$ cat config.mk
export PLATFORM = sky130hd
export DESIGN_NAME = sha_msg_sequencer_flat
export DESIGN_NICKNAME = d
export VERILOG_FILES = /design/src/rtl/sha_msg_sequencer_if.sv /design/src/rtl/sha_msg_sequencer.sv /design/src/flat_wrapper.sv
export SDC_FILE = /design/constraint.sdc
export NUM_CORES = 2
export LEC_CHECK = 0
export CAP_MARGIN = 20
export CORE_AREA = 4 4 419 421
export DETAILED_ROUTE_END_ITERATION = 10
export DIE_AREA = 0 0 423 425
export MAX_ROUTING_LAYER = met4
export PLACE_DENSITY_LB_ADDON = 0.12
export SKIP_LAST_GASP = 1
export SLEW_MARGIN = 15
export SYNTH_ARGS = -nofsm -noshare
export SYNTH_HDL_FRONTEND = slang
export SYNTH_SLANG_ARGS = --single-unit
$ cat constraint.sdc
create_clock -name clk -period 3.15 [get_ports clk]
set_input_delay 0.4725 -clock clk [delete_from_list [all_inputs] [get_ports clk]]
set_output_delay 0.4725 -clock clk [all_outputs]
set_load 0.02 [all_outputs]
$ cat src/rtl/sha_msg_sequencer_if.sv
// sha_msg_sequencer_if: big-endian 32-bit message word stream into the SHA-256 sequencer.
interface sha_msg_sequencer_if;
  logic        s_valid;
  logic        s_ready;
  logic [31:0] s_data;
  logic        s_last;
  logic [2:0]  s_bytes;
  modport master (output s_valid, s_data, s_last, s_bytes, input s_ready);
  modport slave  (input s_valid, s_data, s_last, s_bytes, output s_ready);
endinterface

$ cat src/rtl/sha_msg_sequencer.sv
// sha_msg_sequencer: pads a word-streamed message into 512-bit blocks and drives a SHA-256 core's
// init/next handshake, returning the final digest.
module sha_msg_sequencer #(
  parameter int LEN_W = 64
) (
  input  logic                 clk,
  input  logic                 rst_n,
  sha_msg_sequencer_if.slave   s,
  output logic [511:0]         core_block_o,
  output logic                 core_init_o,
  output logic                 core_next_o,
  input  logic                 core_ready_i,
  input  logic [255:0]         core_digest_i,
  input  logic                 core_digest_valid_i,
  output logic [255:0]         digest_o,
  output logic                 digest_valid_o,
  output logic                 busy_o
);
  typedef enum logic [1:0] {FILL, SEND, WAIT} state_t;
  state_t state_q, state_d;
  logic [31:0] mem_q [16];
  logic [31:0] mem_d [16];
  logic [4:0] widx_q, widx_d;
  logic [LEN_W-1:0] bc_q, bc_d, bc_add;
  logic first_q, first_d, fin_q, fin_d, extra_q, extra_d, pad_q, pad_d;
  logic busy_q, busy_d, init_q, init_d, nxt_q, nxt_d, dv_q, dv_d, rdy_q;
  logic [1:0] skip_q, skip_d;
  logic [511:0] blk_q, blk_d, flat;
  logic [255:0] dig_q, dig_d;
  logic [2:0] sb;
  logic [6:0] nb;
  logic [63:0] len;
  logic xfer;
  assign xfer   = s.s_valid && rdy_q;
  assign sb     = s.s_bytes > 3'd4 ? 3'd4 : s.s_bytes;
  assign nb     = {widx_q, 2'b00} + 7'(sb);
  assign bc_add = bc_q + LEN_W'(sb);
  assign len    = 64'(state_q == FILL ? bc_add : bc_q) << 3;
  always_comb begin
    state_d = state_q;
    mem_d   = mem_q;
    widx_d  = widx_q;
    bc_d    = bc_q;
    first_d = first_q;
    fin_d   = fin_q;
    extra_d = extra_q;
    pad_d   = pad_q;
    busy_d  = busy_q;
    init_d  = 1'b0;
    nxt_d   = 1'b0;
    dv_d    = 1'b0;
    skip_d  = skip_q == 2'd0 ? 2'd0 : skip_q - 2'd1;
    blk_d   = blk_q;
    dig_d   = dig_q;
    flat    = '0;
    for (int i = 0; i < 16; i++) flat[511-32*i -: 32] = mem_q[i];
    unique case (state_q)
      FILL: if (xfer) begin
        busy_d = 1'b1;
        if (!s.s_last) begin
          mem_d[widx_q[3:0]] = s.s_data;
          widx_d = widx_q + 5'd1;
          bc_d = bc_q + LEN_W'(4);
          if (widx_q == 5'd15) begin
            state_d = SEND;
            fin_d = 1'b0;
            extra_d = 1'b0;
          end
        end else begin
          bc_d = bc_add;
          // keep the valid bytes and place the 0x80 terminator right after them
          mem_d[widx_q[3:0]] = (s.s_data & ~(32'hffff_ffff >> {sb, 3'b000})) | (32'h8000_0000 >> {sb, 3'b000});
          if (sb == 3'd4 && widx_q != 5'd15) mem_d[widx_q[3:0] + 4'd1] = 32'h8000_0000;
          fin_d = nb <= 7'd55;
          extra_d = nb > 7'd55;
          pad_d = nb == 7'd64;
          if (nb <= 7'd55) begin
            mem_d[14] = len[63:32];
            mem_d[15] = len[31:0];
          end
          state_d = SEND;
        end
      end
      SEND: if (core_ready_i) begin
        blk_d = flat;
        init_d = first_q;
        nxt_d = !first_q;
        first_d = 1'b0;
        skip_d = 2'd2;
        state_d = WAIT;
      end
      // the stale digest_valid from the previous block is masked while skip_q drains
      WAIT: if (skip_q == 2'd0 && core_digest_valid_i) begin
        mem_d = '{default: '0};
        if (fin_q) begin
          dig_d = core_digest_i;
          dv_d = 1'b1;
          busy_d = 1'b0;
          first_d = 1'b1;
          bc_d = '0;
          widx_d = '0;
          fin_d = 1'b0;
          state_d = FILL;
        end else if (extra_q) begin
          mem_d[0] = pad_q ? 32'h8000_0000 : 32'h0;
          mem_d[14] = len[63:32];
          mem_d[15] = len[31:0];
          fin_d = 1'b1;
          extra_d = 1'b0;
          state_d = SEND;
        end else begin
          widx_d = '0;
          state_d = FILL;
        end
      end
      default: state_d = FILL;
    endcase
  end
  always_ff @(posedge clk or negedge rst_n) begin
    if (!rst_n) begin
      state_q <= FILL;
      mem_q   <= '{default: '0};
      widx_q  <= '0;
      bc_q    <= '0;
      first_q <= 1'b1;
      fin_q   <= 1'b0;
      extra_q <= 1'b0;
      pad_q   <= 1'b0;
      busy_q  <= 1'b0;
      init_q  <= 1'b0;
      nxt_q   <= 1'b0;
      dv_q    <= 1'b0;
      rdy_q   <= 1'b0;
      skip_q  <= '0;
      blk_q   <= '0;
      dig_q   <= '0;
    end else begin
      state_q <= state_d;
      mem_q   <= mem_d;
      widx_q  <= widx_d;
      bc_q    <= bc_d;
      first_q <= first_d;
      fin_q   <= fin_d;
      extra_q <= extra_d;
      pad_q   <= pad_d;
      busy_q  <= busy_d;
      init_q  <= init_d;
      nxt_q   <= nxt_d;
      dv_q    <= dv_d;
      rdy_q   <= state_d == FILL;
      skip_q  <= skip_d;
      blk_q   <= blk_d;
      dig_q   <= dig_d;
    end
  end
  assign s.s_ready      = rdy_q;
  assign core_block_o   = blk_q;
  assign core_init_o    = init_q;
  assign core_next_o    = nxt_q;
  assign digest_o       = dig_q;
  assign digest_valid_o = dv_q;
  assign busy_o         = busy_q;
endmodule

$ cat src/flat_wrapper.sv
// flat-port wrapper written by rule: the top's interface ports become plain ports
module sha_msg_sequencer_flat 
#(
  parameter int LEN_W = 64
)
  (clk, rst_n, core_block_o, core_init_o, core_next_o, core_ready_i, core_digest_i, core_digest_valid_i, digest_o, digest_valid_o, busy_o, s_s_valid, s_s_data, s_s_last, s_s_bytes, s_s_ready);
  sha_msg_sequencer_if s_i ();
  input  logic clk;
  input  logic rst_n;
  output logic [511:0] core_block_o;
  output logic core_init_o;
  output logic core_next_o;
  input  logic core_ready_i;
  input  logic [255:0] core_digest_i;
  input  logic core_digest_valid_i;
  output logic [255:0] digest_o;
  output logic digest_valid_o;
  output logic busy_o;
  input wire logic [$bits(s_i.s_valid)-1:0] s_s_valid;
  input wire logic [$bits(s_i.s_data)-1:0] s_s_data;
  input wire logic [$bits(s_i.s_last)-1:0] s_s_last;
  input wire logic [$bits(s_i.s_bytes)-1:0] s_s_bytes;
  output wire logic [$bits(s_i.s_ready)-1:0] s_s_ready;
  assign s_i.s_valid = s_s_valid;
  assign s_i.s_data = s_s_data;
  assign s_i.s_last = s_s_last;
  assign s_i.s_bytes = s_s_bytes;
  assign s_s_ready = s_i.s_ready;
  sha_msg_sequencer #(.LEN_W(LEN_W)) u_core (.clk(clk), .rst_n(rst_n), .s(s_i), .core_block_o(core_block_o), .core_init_o(core_init_o), .core_next_o(core_next_o), .core_ready_i(core_ready_i), .core_digest_i(core_digest_i), .core_digest_valid_i(core_digest_valid_i), .digest_o(digest_o), .digest_valid_o(digest_valid_o), .busy_o(busy_o));
endmodule
==> results.sh <==
export IMPL_track_usage_pct=31.2
export IMPL_skew_ps=29.3
export IMPL_final_net_count=7298
export IMPL_relSlewSlack_pct=42.0
export IMPL_hold_class="primary input to async pin"
export IMPL_rsz0062_at_grt="false"
export IMPL_firstDrtPassIters=5
export IMPL_critPathKind="flop to flop"
export IMPL_grt_pass1_wl_um=393000
export IMPL_overflow=0
export IMPL_yosys_top_cells_area="dfrtp_1 59%, nand2_1 12%, a22o_1 6.5%"
export IMPL_seq_area_um2=34000
export IMPL_async_flop_share_pct=100
export IMPL_clk_transition_reported_paths_ps=60
export IMPL_fin_ws_ps=195
export IMPL_power_mw=85.0
export IMPL_fin_crit_sh_pct=93.8
export IMPL_wl_per_cell_um=29.6
export IMPL_r2r_start="u_core.widx_q[0]$_DFFE_PN0P_"
export IMPL_fin_crit_ps=2960
export IMPL_hold_viol=0
export IMPL_route_detailed_drc=0
export IMPL_vias=50900
export IMPL_cts_tree="yes"
export IMPL_io_buffers=1069
export IMPL_seq_area_frac_synth_pct=59.1
export IMPL_insertion_delay_ps=810
export IMPL_ys_ff_latch=1359
export IMPL_critPathCaptureType="flop"
export IMPL_cp_data_arrival_time_ps=3660
export IMPL_multi_input_area_um2=21900
export IMPL_h_tree_depth=4
export IMPL_rrSetupSlack_ps=190
export IMPL_synth_top_area_share_pct=59.0
export IMPL_hpwl_um=206000
export IMPL_placementRows=152
export IMPL_synth_edf_count=0
export IMPL_yosysTopAreaCell="dfrtp_1"
export IMPL_required_ps=3850
export IMPL_totalWireLength_um=280000
export IMPL_die_w_um=423
export IMPL_p_comb_share_pct=42.4
export IMPL_synth_nets=6034
export IMPL_root_buffer="clkbuf_16"
export IMPL_fmax_ghz=0.338
export IMPL_status="finished clean"
export IMPL_cp_max_fo=29
export IMPL_antenna_left=0
export IMPL_drt_vias_per_instance=5.38
export IMPL_powerDensity_nw_per_um2=1060
export IMPL_die_h_um=425
export IMPL_clock_sinks=1359
export IMPL_yosysWarnings=0
export IMPL_tightestPinTransition_ps=868
export IMPL_netSwitchingFraction_pct=39.2
export IMPL_intPower_mw=51.6
export IMPL_drt_iter0_markers=4856
export IMPL_finalSetupTns_ps=0
export IMPL_yosysMostFrequentCell="nand2_1"
export IMPL_r2r_end="u_core.flat[334]$_DFFE_PN0P_"
export IMPL_maxSlewViolCount=0
export IMPL_io_pins=1070
export IMPL_n_fill_cell=16300
export IMPL_p_clk_share_pct=21.8
export IMPL_cts_setup_buffers=0
export IMPL_synthFlopType="dfrtp_1"
export IMPL_grt_max_degree=133
export IMPL_antenna_found_initial=52
export IMPL_core_um2=171000
export IMPL_synth_cell_types=84
export IMPL_yosys_top_cells_count="1778 x nand2_1, 1358 x dfrtp_1, 579 x o21ai_0, 428 x a22o_1, 362 x clkbuf_1"
export IMPL_cts_made_buffers=157
export IMPL_finalWeightedCongestion=0.960
export IMPL_cts_buffer_depth=3
export IMPL_grt_pass1_vias=51500
export IMPL_drive_gt1_share_pct=14.7
export IMPL_post_place_ws_ps=-474
export IMPL_p_leak_nw=36.4
export IMPL_syn_avg_cell_area_um2=10.1
export IMPL_netlist_instances=5723
export IMPL_p_sw_mw=33.3
export IMPL_initial_core_util_pct=33.6
export IMPL_timing_hold_ws_ps=225
export IMPL_drv_cap=0
export IMPL_seqPwrFrac_pct=35.7
export IMPL_crit_path_start_kind="flop"
export IMPL_reg2regPathDepth=12
export IMPL_area_growth_pct=39.2
export IMPL_finalSetupViolCount=0
export IMPL_synth_area_um2=57600
export IMPL_ir_drop_mv=0.613
export IMPL_die_area_um2=180000
-- layout by cell type (no fill, tap or decap), types with 11 or more instances in the layout --
| cell type | synthesis | final |
|---|---|---|
| buf_4 | 3 | 356 |
| o211ai_1 | 15 | 15 |
| dfrtp_1 | 1358 | 1358 |
| nor4_1 | 11 | 11 |
| a31oi_1 | 32 | 32 |
| a221oi_1 | 14 | 14 |
| o21ai_0 | 579 | 575 |
| o221ai_1 | 16 | 16 |
| nand2_1 | 1778 | 1776 |
| clkbuf_16 | 0 | 160 |
| nor3_1 | 58 | 57 |
| a21oi_1 | 111 | 98 |
| clkbuf_8 | 0 | 32 |
| buf_12 | 0 | 126 |
| a22oi_1 | 11 | 11 |
| o31ai_1 | 15 | 15 |
| xnor2_1 | 33 | 33 |
| nand2b_1 | 12 | 11 |
| o21ai_1 | 11 | 11 |
| inv_1 | 20 | 20 |
| and2_1 | 22 | 21 |
| o22a_1 | 12 | 12 |
| nand3_1 | 53 | 53 |
| a22o_1 | 428 | 428 |
| mux2_2 | 257 | 257 |
| clkbuf_1 | 362 | 46 |
| o22ai_1 | 32 | 31 |
| ha_1 | 13 | 13 |
| clkinv_2 | 0 | 19 |
| clkdlybuf4s50_1 | 0 | 1068 |
| nand4_1 | 38 | 38 |
| xor2_1 | 35 | 35 |
| a221o_1 | 24 | 24 |
| nor2_1 | 164 | 160 |
| diode_2 | 0 | 40 |
-- per-stage QoR --
stage                     instances  cell area (µm²)  util [%]
after detailed placement       9136            74800      43.7
after global placement         9136            74800      43.7
after floorplan                5723            57600         -
final                          9456            80100      46.7
after CTS                      9415            80000      46.7
after global routing           9454            80100      46.7
-- power by group through the flow --
| stage | Clock (mW) | Combinational, mW | Sequential, mW |
|---|---|---|---|
| 5_1_grt | 19.7 | 38.2 | 31.0 |
| 4_1_cts | 18.9 | 36.3 | 30.3 |
| 6_report | 18.6 | 36.1 | 30.3 |
| 3_3_place_gp | 0 | 35.9 | 30.4 |
| 2_1_floorplan | 0 | 12.8 | 33.7 |
| 3_5_place_dp | 0 | 36.2 | 30.4 |
-- cells by family after synthesis --
logic type | synth area share [%]
AO/OA/AOI/OAI | 15.9
multiplexers | 5.13
AND/OR/NAND/NOR | 15.3
XOR/XNOR | 1.03
flip-flops | 59.1
adder cells (fa/ha/maj) | 0.317
buffers and inverters | 3.24
-- state kept, by name, indices dropped and copies added (netlist names) --
| signal | flops |
|---|---|
| u_core.busy_o | 1 |
| u_core.state_q | 2 |
| u_core.widx_q | 5 |
| u_core.extra_q | 1 |
| u_core.skip_q | 2 |
| u_core.first_q | 1 |
| u_core.core_init_o | 1 |
| u_core.core_block_o | 512 |
| u_core.bc_q | 61 |
| u_core.digest_valid_o | 1 |
| u_core.fin_q | 1 |
| u_core.digest_o | 256 |
| u_core.s.s_ready | 1 |
| u_core.core_next_o | 1 |
| u_core.pad_q | 1 |
| u_core.flat | 512 |
-- final cells by class --
cell class                 instances  area share, %
tap                             2310           3.61
sequential                      1359           42.5
antenna                           40          0.125
multi-input combinational       3895           27.4
timing repair buffer            1553           19.9
clock inverter                    40          0.659
clock buffer                     238           5.76
inverter                          21         0.0984
-- worst max-delay path, stage by stage, from the launching register on --
cell and delay (ps):
dfrtp_1 440, ha_1 340, nand3_1 150, clkinv_1 100, ha_1 240, nor2b_2 210, buf_4 190, nand2_1 80
o21ai_1 350, nand2b_1 210, buf_12 190, o21ai_0 130, a22o_1 210
-- routing by layer --
metal	GRT usage (%)	routed length, µm
met5	-	0
met4	13.3	13900
met3	7.15	21600
met2	51.7	138000
met1	36.5	107000
-- timing repair --
| action | CTS | global route |
|---|---|---|
| gates resized for setup | 0 | 2 |
| endpoints found under the hold margin | 168 | 0 |
| hold buffers | 1 | 0 |
| setup endpoints to repair | 0 | 113 |
-- worst max-delay path by stage --
stage | from | end | slack (ps)
after CTS | u_core.widx_q[0]$_DFFE_PN0P_ | u_core.flat[246]$_DFFE_PN0P_ | 150
final | u_core.widx_q[0]$_DFFE_PN0P_ | u_core.flat[334]$_DFFE_PN0P_ | 190
after global routing | u_core.widx_q[0]$_DFFE_PN0P_ | u_core.flat[453]$_DFFE_PN0P_ | 40
after floorplan | s_s_bytes[2] | u_core.flat[63]$_DFFE_PN0P_ | 10
after global placement | s_s_bytes[0] | u_core.bc_q[58]$_DFFE_PN0P_ | -500
after detailed placement | s_s_bytes[0] | u_core.bc_q[56]$_DFFE_PN0P_ | -470
Power figures use the tool's default switching activity.
